===== config.mk =====
export PLATFORM = sky130hd
export DESIGN_NAME = chrono_core_flat
export DESIGN_NICKNAME = d
export VERILOG_FILES = /design/src/rtl/chrono_pkg.sv /design/src/rtl/chrono_if.sv /design/src/rtl/tick_prescaler.sv /design/src/rtl/chrono_core.sv /design/src/flat_wrapper.sv
export SDC_FILE = /design/constraint.sdc
export NUM_CORES = 1
export LEC_CHECK = 0
export ABC_CLOCK_PERIOD_IN_PS = 3000
export BUFFER_PORTS_ARGS = -buffer_cell sky130_fd_sc_hd__buf_2
export CORE_MARGIN = 1
export CORE_UTILIZATION = 45
export DETAILED_ROUTE_END_ITERATION = 10
export GPL_TIMING_DRIVEN = 0
export PLACE_DENSITY = 0.64
export SLEW_MARGIN = 10
export SYNTH_ARGS = -nofsm -noshare
export SYNTH_HDL_FRONTEND = slang
export SYNTH_SLANG_ARGS = --single-unit

===== constraint.sdc =====
create_clock -name clk -period 3 [get_ports clk]
set_input_delay 0.15 -clock clk [delete_from_list [all_inputs] [get_ports clk]]
set_output_delay 0.15 -clock clk [all_outputs]
set_load 0.005 [all_outputs]

===== src/rtl/chrono_pkg.sv =====
// chrono_pkg: shared state encoding, time limits and time record for the chrono core
package chrono_pkg;
    typedef enum logic [1:0] {
        ST_IDLE    = 2'd0,
        ST_RUNNING = 2'd1,
        ST_PAUSED  = 2'd2,
        ST_TIME_UP = 2'd3
    } state_t;

    localparam logic [6:0] MAX_MIN = 7'd99;
    localparam logic [5:0] MAX_SEC = 6'd59;
    localparam logic [6:0] MAX_CS  = 7'd99;

    typedef struct packed {
        logic [6:0] min;
        logic [5:0] sec;
        logic [6:0] cs;
    } chrono_time_t;

    function automatic chrono_time_t preset_time(input logic [6:0] m, input logic [5:0] s);
        chrono_time_t t;
        t.min = (m > MAX_MIN) ? MAX_MIN : m;
        t.sec = (s > MAX_SEC) ? MAX_SEC : s;
        t.cs  = 7'd0;
        return t;
    endfunction
endpackage


===== src/rtl/chrono_if.sv =====
// chrono_if: button pulses, preset and lap select in; live time, lap readout and status out
interface chrono_if #(parameter int LAP_DEPTH = 4);
    import chrono_pkg::*;
    localparam int LAP_W = $clog2(LAP_DEPTH);
    logic             mode;
    logic             start_p;
    logic             pause_p;
    logic             lap_p;
    logic             clear_p;
    logic             load_p;
    logic [6:0]       preset_min;
    logic [5:0]       preset_sec;
    logic [LAP_W-1:0] lap_sel;
    logic [6:0]       cur_min;
    logic [5:0]       cur_sec;
    logic [6:0]       cur_cs;
    logic [6:0]       lap_min;
    logic [5:0]       lap_sec;
    logic [6:0]       lap_cs;
    logic [LAP_W:0]   lap_count;
    state_t           state;
    logic             wrap_p;
    logic             time_up_led;

    modport master (
        output mode, start_p, pause_p, lap_p, clear_p, load_p, preset_min, preset_sec, lap_sel,
        input  cur_min, cur_sec, cur_cs, lap_min, lap_sec, lap_cs, lap_count, state, wrap_p, time_up_led
    );
    modport slave (
        input  mode, start_p, pause_p, lap_p, clear_p, load_p, preset_min, preset_sec, lap_sel,
        output cur_min, cur_sec, cur_cs, lap_min, lap_sec, lap_cs, lap_count, state, wrap_p, time_up_led
    );
endinterface


===== src/rtl/tick_prescaler.sv =====
// tick_prescaler: one-cycle tick every DIV enabled cycles; holds its count while disabled
module tick_prescaler #(
    parameter int DIV = 10
) (
    input  logic clk,
    input  logic reset,
    input  logic clr,
    input  logic en,
    output logic tick
);
    localparam int W = (DIV > 1) ? $clog2(DIV) : 1;
    logic [W-1:0] r_cnt;

    assign tick = en && (r_cnt == W'(DIV - 1));

    always_ff @(posedge clk or negedge reset)
        if (!reset)
            r_cnt <= '0;
        else if (clr)
            r_cnt <= '0;
        else if (en)
            r_cnt <= tick ? '0 : r_cnt + 1'b1;
endmodule


===== src/rtl/chrono_core.sv =====
// chrono_core: stopwatch/countdown engine with centisecond steps, circular lap buffer and TIME_UP blink
module chrono_core
    import chrono_pkg::*;
#(
    parameter int CLK_FREQ     = 100_000_000,
    parameter int TICK_HZ      = 100,
    parameter int LAP_DEPTH    = 4,
    parameter int BLINK_CYCLES = 20_000_000
) (
    input logic     clk,
    input logic     reset,
    chrono_if.slave bus
);
    localparam int DIV   = CLK_FREQ / TICK_HZ;
    localparam int LAP_W = $clog2(LAP_DEPTH);
    localparam int BW    = $clog2(BLINK_CYCLES + 1);

    state_t           r_state;
    logic             r_mode_q;
    chrono_time_t     r_cur;
    chrono_time_t     r_laps [LAP_DEPTH];
    logic [LAP_W-1:0] r_wptr;
    logic [LAP_W:0]   r_lap_cnt;
    logic             r_wrap;
    logic             r_led;
    logic [BW-1:0]    r_blink;

    chrono_time_t     w_inc;
    chrono_time_t     w_dec;
    logic             w_zero;
    logic             w_tick;
    logic             w_lap;
    logic [LAP_W-1:0] w_rd_idx;
    logic             w_rd_ok;

    tick_prescaler #(.DIV(DIV)) u_presc (
        .clk  (clk),
        .reset(reset),
        .clr  (r_state == ST_IDLE || r_state == ST_TIME_UP),
        .en   (r_state == ST_RUNNING),
        .tick (w_tick)
    );

    assign w_zero    = (r_cur == '0);
    assign w_inc.cs  = (r_cur.cs == MAX_CS) ? 7'd0 : r_cur.cs + 7'd1;
    assign w_inc.sec = (r_cur.cs != MAX_CS) ? r_cur.sec : (r_cur.sec == MAX_SEC) ? 6'd0 : r_cur.sec + 6'd1;
    assign w_inc.min = (r_cur.cs != MAX_CS || r_cur.sec != MAX_SEC) ? r_cur.min :
                       (r_cur.min == MAX_MIN) ? 7'd0 : r_cur.min + 7'd1;
    // Countdown saturates at zero so the timer can never underflow
    assign w_dec.cs  = w_zero ? 7'd0 : (r_cur.cs == 7'd0) ? MAX_CS : r_cur.cs - 7'd1;
    assign w_dec.sec = w_zero ? 6'd0 : (r_cur.cs != 7'd0) ? r_cur.sec : (r_cur.sec == 6'd0) ? MAX_SEC : r_cur.sec - 6'd1;
    assign w_dec.min = w_zero ? 7'd0 : (r_cur.cs == 7'd0 && r_cur.sec == 6'd0) ? r_cur.min - 7'd1 : r_cur.min;

    assign w_lap = bus.lap_p && !bus.clear_p && !bus.start_p && !bus.pause_p &&
                   (r_state == ST_RUNNING || r_state == ST_PAUSED);

    always_ff @(posedge clk or negedge reset)
        if (!reset) begin
            r_state   <= ST_IDLE;
            r_mode_q  <= 1'b0;
            r_cur     <= '0;
            r_wptr    <= '0;
            r_lap_cnt <= '0;
            r_wrap    <= 1'b0;
            r_led     <= 1'b0;
            r_blink   <= '0;
        end else begin
            r_wrap <= 1'b0;
            if (bus.clear_p) begin
                r_state   <= ST_IDLE;
                r_cur     <= '0;
                r_wptr    <= '0;
                r_lap_cnt <= '0;
                r_led     <= 1'b0;
                r_blink   <= '0;
            end else begin
                case (r_state)
                    ST_IDLE:
                        if (bus.start_p) begin
                            r_state  <= ST_RUNNING;
                            r_mode_q <= bus.mode;
                        end else if (bus.load_p)
                            r_cur <= preset_time(bus.preset_min, bus.preset_sec);
                    ST_RUNNING: begin
                        if (bus.pause_p)
                            r_state <= ST_PAUSED;
                        if (w_tick && r_mode_q) begin
                            r_cur <= w_dec;
                            if (w_dec == '0) begin
                                r_state <= ST_TIME_UP;
                                r_led   <= 1'b1;
                                r_blink <= '0;
                            end
                        end else if (w_tick) begin
                            r_cur  <= w_inc;
                            r_wrap <= (w_inc == '0);
                        end
                    end
                    ST_PAUSED:
                        if (bus.start_p)
                            r_state <= ST_RUNNING;
                    ST_TIME_UP:
                        if (bus.start_p) begin
                            r_state <= ST_IDLE;
                            r_led   <= 1'b0;
                            r_blink <= '0;
                        end else if (r_blink == BW'(BLINK_CYCLES - 1)) begin
                            r_led   <= !r_led;
                            r_blink <= '0;
                        end else
                            r_blink <= r_blink + 1'b1;
                endcase
                if (w_lap) begin
                    r_wptr <= r_wptr + 1'b1;
                    if (r_lap_cnt != (LAP_W + 1)'(LAP_DEPTH))
                        r_lap_cnt <= r_lap_cnt + 1'b1;
                end
            end
        end

    // Lap storage needs no reset: entries are only visible below r_lap_cnt
    always_ff @(posedge clk)
        if (w_lap)
            r_laps[r_wptr] <= r_cur;

    assign w_rd_idx        = r_wptr - 1'b1 - bus.lap_sel;
    assign w_rd_ok         = {1'b0, bus.lap_sel} < r_lap_cnt;
    assign bus.lap_min     = w_rd_ok ? r_laps[w_rd_idx].min : 7'd0;
    assign bus.lap_sec     = w_rd_ok ? r_laps[w_rd_idx].sec : 6'd0;
    assign bus.lap_cs      = w_rd_ok ? r_laps[w_rd_idx].cs : 7'd0;
    assign bus.cur_min     = r_cur.min;
    assign bus.cur_sec     = r_cur.sec;
    assign bus.cur_cs      = r_cur.cs;
    assign bus.lap_count   = r_lap_cnt;
    assign bus.state       = r_state;
    assign bus.wrap_p      = r_wrap;
    assign bus.time_up_led = r_led;
endmodule

===== src/flat_wrapper.sv =====
// flat-port wrapper written by rule: the top's interface ports become plain ports
module chrono_core_flat import chrono_pkg::*;
#(
    parameter int CLK_FREQ     = 100_000_000,
    parameter int TICK_HZ      = 100,
    parameter int LAP_DEPTH    = 4,
    parameter int BLINK_CYCLES = 20_000_000
)
  (clk, reset, bus_mode, bus_start_p, bus_pause_p, bus_lap_p, bus_clear_p, bus_load_p, bus_preset_min, bus_preset_sec, bus_lap_sel, bus_cur_min, bus_cur_sec, bus_cur_cs, bus_lap_min, bus_lap_sec, bus_lap_cs, bus_lap_count, bus_state, bus_wrap_p, bus_time_up_led);
  chrono_if #(.LAP_DEPTH(LAP_DEPTH)) bus_i ();
  input logic clk;
  input logic reset;
  input wire logic [$bits(bus_i.mode)-1:0] bus_mode;
  input wire logic [$bits(bus_i.start_p)-1:0] bus_start_p;
  input wire logic [$bits(bus_i.pause_p)-1:0] bus_pause_p;
  input wire logic [$bits(bus_i.lap_p)-1:0] bus_lap_p;
  input wire logic [$bits(bus_i.clear_p)-1:0] bus_clear_p;
  input wire logic [$bits(bus_i.load_p)-1:0] bus_load_p;
  input wire logic [$bits(bus_i.preset_min)-1:0] bus_preset_min;
  input wire logic [$bits(bus_i.preset_sec)-1:0] bus_preset_sec;
  input wire logic [$bits(bus_i.lap_sel)-1:0] bus_lap_sel;
  output wire logic [$bits(bus_i.cur_min)-1:0] bus_cur_min;
  output wire logic [$bits(bus_i.cur_sec)-1:0] bus_cur_sec;
  output wire logic [$bits(bus_i.cur_cs)-1:0] bus_cur_cs;
  output wire logic [$bits(bus_i.lap_min)-1:0] bus_lap_min;
  output wire logic [$bits(bus_i.lap_sec)-1:0] bus_lap_sec;
  output wire logic [$bits(bus_i.lap_cs)-1:0] bus_lap_cs;
  output wire logic [$bits(bus_i.lap_count)-1:0] bus_lap_count;
  output wire logic [$bits(bus_i.state)-1:0] bus_state;
  output wire logic [$bits(bus_i.wrap_p)-1:0] bus_wrap_p;
  output wire logic [$bits(bus_i.time_up_led)-1:0] bus_time_up_led;
  assign bus_i.mode = bus_mode;
  assign bus_i.start_p = bus_start_p;
  assign bus_i.pause_p = bus_pause_p;
  assign bus_i.lap_p = bus_lap_p;
  assign bus_i.clear_p = bus_clear_p;
  assign bus_i.load_p = bus_load_p;
  assign bus_i.preset_min = bus_preset_min;
  assign bus_i.preset_sec = bus_preset_sec;
  assign bus_i.lap_sel = bus_lap_sel;
  assign bus_cur_min = bus_i.cur_min;
  assign bus_cur_sec = bus_i.cur_sec;
  assign bus_cur_cs = bus_i.cur_cs;
  assign bus_lap_min = bus_i.lap_min;
  assign bus_lap_sec = bus_i.lap_sec;
  assign bus_lap_cs = bus_i.lap_cs;
  assign bus_lap_count = bus_i.lap_count;
  assign bus_state = bus_i.state;
  assign bus_wrap_p = bus_i.wrap_p;
  assign bus_time_up_led = bus_i.time_up_led;
  chrono_core #(.CLK_FREQ(CLK_FREQ), .TICK_HZ(TICK_HZ), .LAP_DEPTH(LAP_DEPTH), .BLINK_CYCLES(BLINK_CYCLES)) u_core (.clk(clk), .reset(reset), .bus(bus_i));
endmodule

==> results.sh <==
export IMPL_finalCritPeriodShare_pct=97.6
export IMPL_cellPowerDensity_mw_per_mm2=699
export IMPL_arrival_ns=3.23
export IMPL_wl_per_cell_um=19.9
export IMPL_synth_top_area_share_pct=26.7
export IMPL_clock_sinks=155
export IMPL_cp_cell_sequence="or4_1, nor4_4, a211oi_1, nor3_4, a31oi_4, clkbuf_4, o31ai_1, o31ai_2"
export IMPL_dp_slack_ns=-0.622
export IMPL_r2r_start="u_core.bus.cur_min[4]"
export IMPL_ctsHtreeMaxLevel=4
export IMPL_rsz0062_at_grt="yes"
export IMPL_n_antenna_cell=0
export IMPL_track_usage_pct=25.3
export IMPL_end_kind="flip-flop"
export IMPL_clk_pin_slew_ns=0.06
export IMPL_worstSetupPathType="flip-flop to flip-flop"
export IMPL_dr_total_vias=7733
export IMPL_final_hold_violation_count=0
export IMPL_worst_path_max_delay_cell="or4_1"
export IMPL_port_buffers=69
export IMPL_clockBufferDepth=2
export IMPL_nets=1037
export IMPL_total_power_mw=7.66
export IMPL_cts_tree="yes"
export IMPL_syn_cell_area_mm2=0.00900
export IMPL_startpoint_type="flip-flop"
export IMPL_routed_via_density=6.09
export IMPL_worst_slack_ns=0.0734
export IMPL_drt_iter0_markers=627
export IMPL_ios=70
export IMPL_slowest_delay_ns=0.71
export IMPL_hpwl_mm=17.2
export IMPL_yosysWarnings=0
export IMPL_cts_root_buffer="clkbuf_16"
export IMPL_cts_buffers=17
export IMPL_ys_ff_latch=155
export IMPL_status="complete, no violations"
export IMPL_core_area_mm2=0.0195
export IMPL_synth_edf_count=80
export IMPL_crit_path_max_fanout=13
export IMPL_hold_class="primary input to flip-flop"
export IMPL_wl_mm=25.2
export IMPL_worstMarginPinSlew_ns=0.770
export IMPL_die_w_um=143
export IMPL_clock_fmax_mhz=342
export IMPL_synthArstFlopShare_pct=48.4
export IMPL_synth_area_leaders="edfxtp_1, dfrtp_1, mux4_2, o31ai_1, ha_1"
export IMPL_cap_violations=0
export IMPL_drive_gt1_share_pct=26.5
export IMPL_syn_num_nets=922
export IMPL_row_count=51
export IMPL_relSlewSlack_pct=48.5
export IMPL_fill_cells=1753
export IMPL_crit_family="simple AND/OR/NAND/NOR gates"
export IMPL_firstDrtPassIters=6
export IMPL_leakage_nw=4.25
export IMPL_fin_crit_ns=2.93
export IMPL_design_area_mm2=0.0110
export IMPL_grt_ovfl_total=0
export IMPL_grt_pass1_wl_mm=39.6
export IMPL_dpl_cell_area_mm2=0.00974
export IMPL_ir_worst_vdd_mv=0.460
export IMPL_grt_pass1_vias=7307
export IMPL_crit_buf_inv=1
export IMPL_ant_nets=0
export IMPL_timing_hold_ws_ns=0.0652
export IMPL_synth_cell_types=78
export IMPL_start_util_pct=46.1
export IMPL_synthCells=877
export IMPL_antenna_found_initial=0
export IMPL_worstSkewPairLatency_ns=0.43
export IMPL_area_delta_synth_final_pct=21.8
export IMPL_grt_start_max_net_pins=47
export IMPL_routabilityCongestion=0.961
export IMPL_dieArea_mm2=0.0206
export IMPL_cp_data_required_time_ns=3.30
export IMPL_cp_endpoint="u_core.r_blink[20]"
export IMPL_cp_num_cells=8
export IMPL_slew_viol_final=0
export IMPL_remaining_drc_errors=0
export IMPL_yosysSeqAreaShare_pct=47.6
export IMPL_r2r_slack_ns=0.07
export IMPL_yosys_area_top_type="edfxtp_1"
export IMPL_fp_dieH_um=143
export IMPL_fin_worst_skew_ns=0.0161
export IMPL_synth_avg_cell_area_um2=10.3
export IMPL_crit_start="u_core.bus.cur_min[4]"
export IMPL_ys_flop_type="edfxtp_1"
export IMPL_r2r_end="u_core.r_blink[20]"
export IMPL_worst_r2r_path_depth=8
export IMPL_setup_violations=0
export IMPL_hold_depth=2
[stage by stage]
stage	std cells	TNS (ns)	utilization, %
floorplan	877	0	-
global placement	1211	-15.64	49.8
detailed placement	1212	-18.54	49.9
CTS	1255	0	54.5
global route	1270	-0.0385	56.1
finish	1270	0	56.1
[sequential cells by signal, summed over array words and instances (netlist names)]
signal                  count
u_core.bus.cur_cs           7
u_core.r_wptr               2
u_core.bus.wrap_p           1
u_core.bus.state            2
u_core.r_mode_q             1
u_core.u_presc.r_cnt       20
u_core.r_laps              80
u_core.bus.time_up_led      1
u_core.bus.cur_min          7
u_core.bus.lap_count        3
u_core.bus.cur_sec          6
u_core.r_blink             25
[metal layers]
metal	vias to the layer above	track usage, %	routed length, um
li1	3589	-	-
met1	3758	34.3	10900
met2	330	40.1	11800
met3	56	4.63	1890
met4	0	9.85	636
met5	-	0	0
[how the worst min path moves through the flow]
stage / start / endpoint
floorplan: reset / u_core.bus.cur_cs[0]
global placement: bus_mode / u_core.r_mode_q
detailed placement: reset / u_core.u_presc.r_cnt[13]
CTS: bus_start_p / u_core.r_mode_q
global route: bus_start_p / u_core.r_mode_q
finish: bus_start_p / u_core.r_mode_q
[cells in the mapped netlist (all sizes together), types with 5 or more instances]
master	count
nor2	66
nor4	23
nand4	11
or4	9
nor2b	31
and3	13
o22ai	5
edfxtp	80
dfrtp	75
or2	5
a21oi	40
and2	7
o21ai	53
nor3	35
nand2b	10
a31oi	14
o41ai	7
clkbuf	47
or3	7
nand3	35
inv	26
mux2i	6
nand2	71
ha	22
and4	5
o211ai	8
xnor2	10
o31ai	48
mux4	20
o221ai	7
buf	12
nand3b	5
[where the power goes]
| part | switching [mW] | total (mW) | internal [mW] |
|---|---|---|---|
| Combinational | 1.70 | 2.82 | 1.12 |
| Sequential | 0.261 | 2.71 | 2.45 |
| Clock | 0.941 | 2.13 | 1.19 |
[layout by cell type (no fill, tap or decap), types with 5 or more instances in the layout]
| cell | instances |
|---|---|
| a21oi_1 | 39 |
| a31oi_1 | 13 |
| and3_1 | 13 |
| buf_2 | 72 |
| buf_4 | 37 |
| clkbuf_1 | 27 |
| clkbuf_16 | 17 |
| clkbuf_2 | 7 |
| clkinvlp_4 | 5 |
| dfrtp_1 | 64 |
| dfrtp_2 | 11 |
| edfxtp_1 | 80 |
| ha_1 | 18 |
| inv_1 | 24 |
| mux2i_1 | 6 |
| mux4_2 | 20 |
| nand2_1 | 69 |
| nand2b_1 | 10 |
| nand3_1 | 33 |
| nand3b_1 | 5 |
| nand4_1 | 11 |
| nor2_1 | 65 |
| nor2b_1 | 30 |
| nor3_1 | 30 |
| nor3_4 | 5 |
| nor4_1 | 12 |
| nor4_2 | 5 |
| nor4_4 | 6 |
| o211ai_1 | 8 |
| o21ai_0 | 47 |
| o21ai_1 | 6 |
| o221ai_1 | 7 |
| o22ai_1 | 5 |
| o31ai_1 | 28 |
| o31ai_2 | 18 |
| o41ai_1 | 5 |
| or3_1 | 5 |
| or4_1 | 5 |
| xnor2_1 | 10 |
[worst reg2reg max path, delay by kind of cell, from the launching register on]
| family | cells | cell delay (ns) |
|---|---|---|
| AO/OA/AOI/OAI | 4 | 0.74 |
| buffers and inverters | 1 | 0.25 |
| flip-flops | 1 | 0.57 |
| AND/OR/NAND/NOR | 3 | 1.25 |
[final cells by class]
| cell class | instances | area, um2 | share of cell area (%) |
|---|---|---|---|
| sequential | 155 | 4290 | 39.2 |
| tap | 265 | 332 | 3.03 |
| multi-input combinational | 637 | 4720 | 43.0 |
| clock buffer | 19 | 443 | 4.04 |
| buffer | 49 | 285 | 2.60 |
| timing repair buffer | 106 | 654 | 5.97 |
| clock inverter | 13 | 134 | 1.22 |
| inverter | 26 | 100 | 0.913 |
[timing repair]
item,4_1_cts,5_1_grt
buffers inserted,18,16
hold buffers,2,0
endpoints found under the hold margin,30,0
gates resized for setup,65,45
pin swaps,10,11
setup endpoints to repair,123,56
[logic make-up after synthesis]
family          synth area share, %
xor+xnor                       1.36
compound gates                 17.1
mux                            6.18
flops                          47.6
simple gates                   20.8
fa+ha+maj                      3.06
buf+inv                        3.96
Power figures use the tool's default switching activity.
